==> config.mk <==
export PLATFORM = sky130hd
export DESIGN_NAME = spi_byte_receiver
export DESIGN_NICKNAME = d
export VERILOG_FILES = /design/src/rtl/spi_byte_receiver.sv
export SDC_FILE = /design/constraint.sdc
export NUM_CORES = 1
export LEC_CHECK = 0
export BUFFER_PORTS_ARGS = -buffer_cell sky130_fd_sc_hd__buf_2
export CAP_MARGIN = 20
export CORE_MARGIN = 1
export CORE_UTILIZATION = 40
export DETAILED_ROUTE_END_ITERATION = 10
export HOLD_SLACK_MARGIN = 0.08
export PLACE_DENSITY_LB_ADDON = 0.15
export SETUP_SLACK_MARGIN = 0.15
export SLEW_MARGIN = 20
export SYNTH_ARGS = -nofsm -noshare
export SYNTH_HDL_FRONTEND = slang
export SYNTH_SLANG_ARGS = --single-unit
==> constraint.sdc <==
create_clock -name clk -period 1.6 [get_ports clk]
set_clock_uncertainty 0.15 [all_clocks]
set_input_delay 0.16 -clock clk [delete_from_list [all_inputs] [get_ports clk]]
set_output_delay 0.16 -clock clk [all_outputs]
set_load 0.01 [all_outputs]
==> src/rtl/spi_byte_receiver.sv <==
// spi_byte_receiver: SPI mode 0 (CPOL=0, CPHA=0) slave receive front end.
//   Synchronises the SPI pins into clk, shifts MOSI into bytes, presents each
//   completed byte on out_byte and flags it by toggling byte_finished.
//   Optional MISO transmit path is compiled in when SPI_MISO_EN is defined.
// Parameters:
//   SYNC_STAGES  synchroniser depth on sclk/cs_n/mosi (legal 2..4)
//   MSB_FIRST    1: first received bit lands in out_byte[7]; 0: in out_byte[0]
// Ports:
//   clk, reset     system clock (>= 4x sclk), async active-high reset
//   en             receiver enable; low forces idle
//   spi_sclk/spi_cs_n/spi_mosi   asynchronous SPI inputs
//   spi_miso       serial out (tx shift reg while selected, else z); 0 without SPI_MISO_EN
//   tx_byte        byte to transmit next (unused without SPI_MISO_EN)
//   out_byte       last completed received byte
//   byte_finished  toggles once per completed byte
//   cs_active      synchronised, registered !spi_cs_n
module spi_byte_receiver #(
    parameter int unsigned SYNC_STAGES = 2,
    parameter bit          MSB_FIRST   = 1'b1
) (
    input  logic       clk,
    input  logic       reset,
    input  logic       en,
    input  logic       spi_sclk,
    input  logic       spi_cs_n,
    input  logic       spi_mosi,
    output logic       spi_miso,
    input  logic [7:0] tx_byte,
    output logic [7:0] out_byte,
    output logic       byte_finished,
    output logic       cs_active
);

    localparam int unsigned BYTE_W = 8;
    localparam int unsigned CNT_W  = 3;

    typedef enum logic {
        IDLE  = 1'b0,
        SHIFT = 1'b1
    } state_t;

    state_t state;
    state_t state_next;

    logic [SYNC_STAGES-1:0] sclk_sync;
    logic [SYNC_STAGES-1:0] cs_n_sync;
    logic [SYNC_STAGES-1:0] mosi_sync;
    logic                   sclk_prev;

    logic              sclk_s;
    logic              cs_n_s;
    logic              mosi_s;
    logic              sclk_rise;
    logic              go;
    logic              take_bit;
    logic              last_bit;

    logic [CNT_W-1:0]  bit_cnt;
    logic [BYTE_W-1:0] shift_reg;
    logic              byte_done;

    // Input synchronisers plus one history flop on sclk for edge detection
    always_ff @(posedge clk or posedge reset) begin
        if (reset) begin
            sclk_sync <= '0;
            cs_n_sync <= '1;
            mosi_sync <= '0;
            sclk_prev <= 1'b0;
        end else begin
            sclk_sync <= {sclk_sync[SYNC_STAGES-2:0], spi_sclk};
            cs_n_sync <= {cs_n_sync[SYNC_STAGES-2:0], spi_cs_n};
            mosi_sync <= {mosi_sync[SYNC_STAGES-2:0], spi_mosi};
            sclk_prev <= sclk_sync[SYNC_STAGES-1];
        end
    end

    assign sclk_s    = sclk_sync[SYNC_STAGES-1];
    assign cs_n_s    = cs_n_sync[SYNC_STAGES-1];
    assign mosi_s    = mosi_sync[SYNC_STAGES-1];
    assign sclk_rise = sclk_s & ~sclk_prev;
    assign go        = ~cs_n_s & en;

    // A rise is still taken in the cycle cs deasserts, so an 8th bit arriving
    // together with the deassert completes its byte before returning to IDLE.
    assign take_bit  = (state == SHIFT) & en & sclk_rise;
    assign last_bit  = take_bit & (bit_cnt == CNT_W'(BYTE_W - 1));

    // State register
    always_ff @(posedge clk or posedge reset) begin
        if (reset) begin
            state <= IDLE;
        end else begin
            state <= state_next;
        end
    end

    // Next-state logic
    always_comb begin
        state_next = state;
        case (state)
            IDLE:    if (go)  state_next = SHIFT;
            SHIFT:   if (!go) state_next = IDLE;
            default: state_next = IDLE;
        endcase
    end

    // Receive datapath; completed byte is published one cycle after the 8th rise
    always_ff @(posedge clk or posedge reset) begin
        if (reset) begin
            bit_cnt       <= '0;
            shift_reg     <= '0;
            byte_done     <= 1'b0;
            out_byte      <= '0;
            byte_finished <= 1'b0;
            cs_active     <= 1'b0;
        end else begin
            cs_active <= ~cs_n_s;
            byte_done <= last_bit;

            // Held at zero outside SHIFT so partial bytes are discarded
            if (state != SHIFT) begin
                bit_cnt <= '0;
            end else if (take_bit) begin
                bit_cnt <= bit_cnt + CNT_W'(1);
            end

            if (take_bit) begin
                if (MSB_FIRST) begin
                    shift_reg <= {shift_reg[BYTE_W-2:0], mosi_s};
                end else begin
                    shift_reg <= {mosi_s, shift_reg[BYTE_W-1:1]};
                end
            end

            if (byte_done) begin
                out_byte      <= shift_reg;
                byte_finished <= ~byte_finished;
            end
        end
    end

`ifdef SPI_MISO_EN
    logic [BYTE_W-1:0] tx_reg;
    logic              tx_reload_pend;
    logic              sclk_fall;
    logic              start;

    assign sclk_fall = ~sclk_s & sclk_prev;
    assign start     = (state == IDLE) & go;

    // Transmit shift reg: loaded on SHIFT entry; after a byte completes the
    // next fall reloads instead of shifting so the next byte's first bit is
    // on the line before the following rise.
    always_ff @(posedge clk or posedge reset) begin
        if (reset) begin
            tx_reg         <= '0;
            tx_reload_pend <= 1'b0;
        end else if (start) begin
            tx_reg         <= tx_byte;
            tx_reload_pend <= 1'b0;
        end else if (state != SHIFT) begin
            tx_reload_pend <= 1'b0;
        end else if (last_bit) begin
            tx_reload_pend <= 1'b1;
        end else if (sclk_fall) begin
            if (tx_reload_pend) begin
                tx_reg         <= tx_byte;
                tx_reload_pend <= 1'b0;
            end else if (MSB_FIRST) begin
                tx_reg <= {tx_reg[BYTE_W-2:0], 1'b0};
            end else begin
                tx_reg <= {1'b0, tx_reg[BYTE_W-1:1]};
            end
        end
    end

    assign spi_miso = cs_active ? (MSB_FIRST ? tx_reg[BYTE_W-1] : tx_reg[0]) : 1'bz;
`else
    logic unused_tx_byte;

    assign unused_tx_byte = ^tx_byte;
    assign spi_miso       = 1'b0;
`endif

endmodule

==> results of run 1 <==
[cell usage after synthesis]
| cell | instances | area share |
|---|---|---|
| and3_2 | 1 | 0.0068 |
| and3b_1 | 1 | 0.0079 |
| buf_2 | 1 | 0.0045 |
| buf_4 | 1 | 0.0068 |
| buf_6 | 1 | 0.010 |
| clkbuf_2 | 1 | 0.0045 |
| conb_1 | 1 | 0.0034 |
| dfrtp_1 | 28 | 0.63 |
| dfstp_2 | 2 | 0.047 |
| ha_1 | 2 | 0.023 |
| inv_1 | 2 | 0.0068 |
| mux2_2 | 16 | 0.16 |
| mux2i_1 | 3 | 0.027 |
| nand2_1 | 5 | 0.017 |
| nand4b_4 | 1 | 0.021 |
| nor2b_1 | 1 | 0.0056 |
| or2b_1 | 1 | 0.0068 |
| xor2_1 | 1 | 0.0079 |
[through the flow]
step	setup WS [ns]	total power [mW]	utilization	std cells	area (µm²)
finish	0.302	1.34	0.515	124	1310
global route	0.215	1.42	0.515	124	1310
CTS	0.282	1.37	0.515	124	1310
detailed placement	0.293	0.889	0.472	111	1200
global placement	0.314	0.888	0.472	111	1200
floorplan	0.380	0.871	-	69	1110
[kinds of logic after synthesis]
family | count (synthesis)
flops | 30
buf+inv | 6
xor+xnor | 1
other cells | 1
simple gates | 10
fa+ha+maj | 2
mux | 19
[critical path, delay by kind of cell (launching register included)]
kind             cells  cell delay, ns
multiplexers         1            0.35
flip-flops           1            0.48
AND/OR/NAND/NOR      1            0.20
[final timing paths]
path,to,cells after the start,startpoint
max in group asynchronous,cs_n_sync[0]$_DFF_PP1_,4,reset
setup reg to reg,shift_reg[4]$_DFFE_PP0P_,2,state$_DFF_PP0_
hold / removal,mosi_sync[1]$_DFF_PP0_,0,mosi_sync[0]$_DFF_PP0_
setup / recovery,shift_reg[4]$_DFFE_PP0P_,2,state$_DFF_PP0_
min in group asynchronous,state$_DFF_PP0_,4,reset
hold reg to reg,mosi_sync[1]$_DFF_PP0_,0,mosi_sync[0]$_DFF_PP0_
[final cells by class]
cell class | instances | share of cell area
Clock inverter | 1 | 0.00382
Tap cell | 30 | 0.0286
Multi-Input combinational cell | 33 | 0.244
Sequential cell | 30 | 0.574
Timing Repair Buffer | 21 | 0.101
Clock buffer | 7 | 0.0420
Inverter | 2 | 0.00573
[routing by layer]
layer | share of wire | GRT usage
met1 | 0.46 | 0.156
met2 | 0.47 | 0.205
met3 | 0.066 | 0.0833
met4 | 0.0081 | 0.0769
met5 | 0 | 0
[power breakdown]
| group | internal [mW] | switching, mW |
|---|---|---|
| clock | 0.213 | 0.246 |
| combinational | 0.0372 | 0.0287 |
| sequential | 0.793 | 0.0224 |
[repair_timing]
item / in CTS / in global routing
endpoints found under the setup margin: 0 / 0
hold buffers: 5 / 0
endpoints found under the hold margin: 34 / 0
==> qor.csv, run 1 <==
stage;metric;value;unit
critical_path;rrSetupSlack;0.30;ns
clock_tree;cts-htree-levels;2;
floorplanning;std_cell_rows;18;
floorplanning;core;2540;µm²
power_and_ir_drop;p_leak;0.710;nW
hold_path;hold_class;reg2reg;
clock_tree;tritoncts;built;
critical_path;cp.arrival;1.35;ns
global_routing;grt_pass1_wl;2620;µm
global_routing;grt_remaining_overflow;0;
timing;drv_slew;0;
timing;min_period;1.30;ns
route;vias_per_cell;4.80;
floorplanning;die_height;54.7;µm
placed_design;hpwl;955;µm
timing;setup_viol;0;
logic_synthesis;syn_nets;85;
power_and_ir_drop;p_per_area;1020;nW/µm²
critical_path;path_cells;nand4b_4, mux2_2;
logic_synthesis;yosys_warnings;0;
cells_and_area;diodes;0;
logic_synthesis;seq_area_frac_synth;0.679;
power_and_ir_drop;ir_worst_vdd;0.000623;V
critical_path;critPathSlowestCell;dfrtp_1;
timing;whs;0.204;ns
timing;rsz0062_at_grt;no;
logic_synthesis;synth-simple-area-share;0.0654;
clock_tree;cts_resized;0;
clock_tree;clkTransAtPathRegs;0.09;ns
cells_and_area;area_growth;18.2;%
global_routing;antenna_found_initial;0;
critical_path;crit_type;reg2reg;
cells_and_area;mostFrequentLayoutCell;dfrtp_1;
timing;hold_viol;0;
route;wire_per_inst;12.0;µm
logic_synthesis;synth_compound_area_frac;0;
logic_synthesis;synth-xor-area-share;0.00789;
timing;fin_crit_sh;0.812;
route;drc;0;
cells_and_area;drive_gt1_frac;0.457;
logic_synthesis;muxShareOfSynthArea;0.189;
critical_path;crit_fanout;8;
floorplanning;dieArea;2990;µm²
route;drtPass1Iterations;2;
logic_synthesis;netlist_area;1110;µm²
logic_synthesis;synth_top_family_by_area;multiplexers;
cells_and_area;seqCellArea;753;µm²
route;drt_iter0_drc;8;
global_routing;grt_max_degree;31;
critical_path;start_kind;flop;
clock_tree;numClockSinks;30;
floorplanning;io_pins;25;
clock_tree;cts-buffers-inserted;5;
route;vias;595;
clock_tree;postCtsSetupRepairBufs;0;
logic_synthesis;ys_ff_latch;30;
status;status;complete, no violations;
cells_and_area;fin_nets;109;
critical_path;critical-path-max-stage-delay;0.48;ns
cells_and_area;mostFrequentLayoutCells;dfrtp_1, mux2_2, buf_2;
cells_and_area;fillCellCount;229;
critical_path;end_kind;flop;
timing;setup_tns;0;ns
global_routing;grtUsageTotal;0.140;
clock_tree;cts_buffer_depth;2;
placed_design;place_congestion;0.648;
route;ant_nets;0;
logic_synthesis;ys_types;18;
floorplanning;start_util;0.436;
route;drt_wl_total;1490;µm
logic_synthesis;synthAdderAreaFrac;0.0225;
global_routing;grt_pass1_vias;590;
logic_synthesis;avgSynthCellArea;16.1;µm²
critical_path;worstPathRequired;1.66;ns
flow_run;drv_cap;0;
floorplanning;die_w;54.7;µm
clock_tree;clkLatencyLatePin;0.32;ns
logic_synthesis;synth_cells;69;
placed_design;io_buffer_count;15;
timing;fmax;0.770;GHz
clock_tree;cts-root-buf;clkbuf_4;
cells_and_area;multi_input_area;320;µm²
(Power assumes the default switching activity.)
==> run 2, diff against run 1 <==
clock period = 1.1 ns   (was 1.6 ns; I/O delays follow)
==> qor.csv, run 2 (synthesis gave the netlist of run 1 again) <==
stage;metric;value;unit
floorplanning;core;2540;µm²
global_routing;grt_pass1_vias;652;
critical_path;endpoint;bit_cnt[2]$_DFFE_PP0P_;
clock_tree;clkTransAtPathRegs;0.10;ns
floorplanning;io_pins;25;
timing;fin_ws;-0.146;ns
clock_tree;numClockSinks;30;
cells_and_area;area_growth;32.5;%
critical_path;startpoint;bit_cnt[1]$_DFFE_PP0P_;
floorplanning;dieArea;2990;µm²
power_and_ir_drop;p_per_area;1450;nW/µm²
timing;rsz0062_at_grt;yes;
clock_tree;cts-root-buf;clkbuf_4;
global_routing;grt_max_degree;31;
clock_tree;cts_buffer_depth;2;
cells_and_area;drive_gt1_frac;0.557;
timing;drv_slew;0;
route;wire_per_inst;12.1;µm
timing;fin_crit_sh;1.13;
placed_design;place_congestion;0.655;
cells_and_area;mostFrequentLayoutCell;dfrtp_1;
floorplanning;std_cell_rows;18;
route;drt_wl_total;1640;µm
route;vias_per_cell;4.63;
cells_and_area;fin_nets;121;
critical_path;crit_fanout;2;
timing;hold_viol;0;
critical_path;rrSetupSlack;-0.15;ns
critical_path;regToRegStartpoint;bit_cnt[1]$_DFFE_PP0P_;
critical_path;r2r_cells;4;
critical_path;cp.arrival;1.34;ns
route;vias;630;
timing;setup_viol;16;
floorplanning;start_util;0.436;
clock_tree;clkLatencyLatePin;0.32;ns
placed_design;dp_slack;-0.132;ns
critical_path;crit_type;reg2reg;
route;drtPass1Iterations;1;
hold_path;hold_class;in2reg;
critical_path;worstPathRequired;1.19;ns
timing;fmax;0.802;GHz
placed_design;dpl_cell_area;1240;µm²
cells_and_area;mostFrequentLayoutCells;dfrtp_1, mux2_2, buf_2;
clock_tree;cts-buffers-inserted;5;
global_routing;grt_remaining_overflow;0;
critical_path;end_kind;flop;
route;drt_iter0_drc;0;
route;ant_nets;0;
floorplanning;die_w;54.7;µm
global_routing;grt_pass1_wl;2750;µm
flow_run;drv_cap;0;
global_routing;antenna_found_initial;0;
cells_and_area;fillCellCount;226;
placed_design;io_buffer_count;15;
status;status;complete, but fails checks;
critical_path;r2r-end;bit_cnt[2]$_DFFE_PP0P_;
cells_and_area;multi_input_area;324;µm²
status;violations;setup timing;
clock_tree;cts-htree-levels;2;
cells_and_area;stdcell_area;1470;µm²
route;drc;0;
critical_path;start_kind;flop;
global_routing;grtUsageTotal;0.146;
timing;min_period;1.25;ns
cells_and_area;seqCellArea;754;µm²
clock_tree;tritoncts;built;
power_and_ir_drop;p_leak;0.788;nW
power_and_ir_drop;ir_worst_vdd;0.000886;V
cells_and_area;diodes;0;
floorplanning;die_height;54.7;µm
[run 2: cell count changes in the layout (fill, tap and decap cells not counted), sizes merged]
cell / delta
bufinv: +1
clkbuf: -2
clkinv: +1
buf: +12
[run 2: critical path: stages (launching register included)]
cell and delay (ns):
dfrtp_1 0.40, ha_2 0.19, ha_1 0.26, nand2_1 0.05, mux2i_1 0.13
[run 2: per-layer routing]
layer | vias up | global-route usage | wire length (µm)
li1 | 299 | - | -
met1 | 309 | 0.157 | 726
met2 | 18 | 0.221 | 778
met3 | 4 | 0.0778 | 94
met4 | 0 | 0.0983 | 40
met5 | - | 0 | 0
[run 2: area by class of cell]
class / instances / share of cell area
sequential: 30 / 0.513
inverter: 2 / 0.00511
timing repair buffer: 33 / 0.183
clock buffer: 5 / 0.0255
tap: 30 / 0.0255
clock inverter: 3 / 0.0272
multi-input combinational: 33 / 0.220
[run 2: worst min-delay path by stage]
stage	slack, ns	startpoint	cells after the start	to
after floorplan	-0.04	spi_cs_n	0	cs_n_sync[0]$_DFF_PP1_
after global placement	0.006	reset	3	mosi_sync[0]$_DFF_PP0_
after detailed placement	0.01	reset	3	state$_DFF_PP0_
after CTS	0.09	en	3	shift_reg[0]$_DFFE_PP0P_
after global routing	0.12	en	3	shift_reg[3]$_DFFE_PP0P_
final	0.11	en	3	shift_reg[0]$_DFFE_PP0P_
[run 2: where the power goes]
part	switching, mW	internal (mW)
registers	0.0313	1.15
logic	0.0467	0.0671
clock network	0.367	0.470
[run 2: timing repair]
action                     4_1_cts  5_1_grt
setup endpoints to repair       31       31
hold endpoints to repair        34        0
buffers inserted                 8        1
resized for setup                7        3
hold buffers                     5        0
pin swaps                        1        0
[run 2: stage by stage]
stage	hold WS [ns]	util	power [mW]	instances	setup TNS [ns]
2_1_floorplan	-0.0355	-	1.27	69	-1.06
3_3_place_gp	0.00600	0.487	1.30	114	-1.64
3_5_place_dp	0.0142	0.487	1.31	114	-2.00
4_1_cts	0.0894	0.567	2.17	135	-1.36
5_1_grt	0.124	0.578	2.24	136	-2.41
6_report	0.112	0.578	2.14	136	-1.08
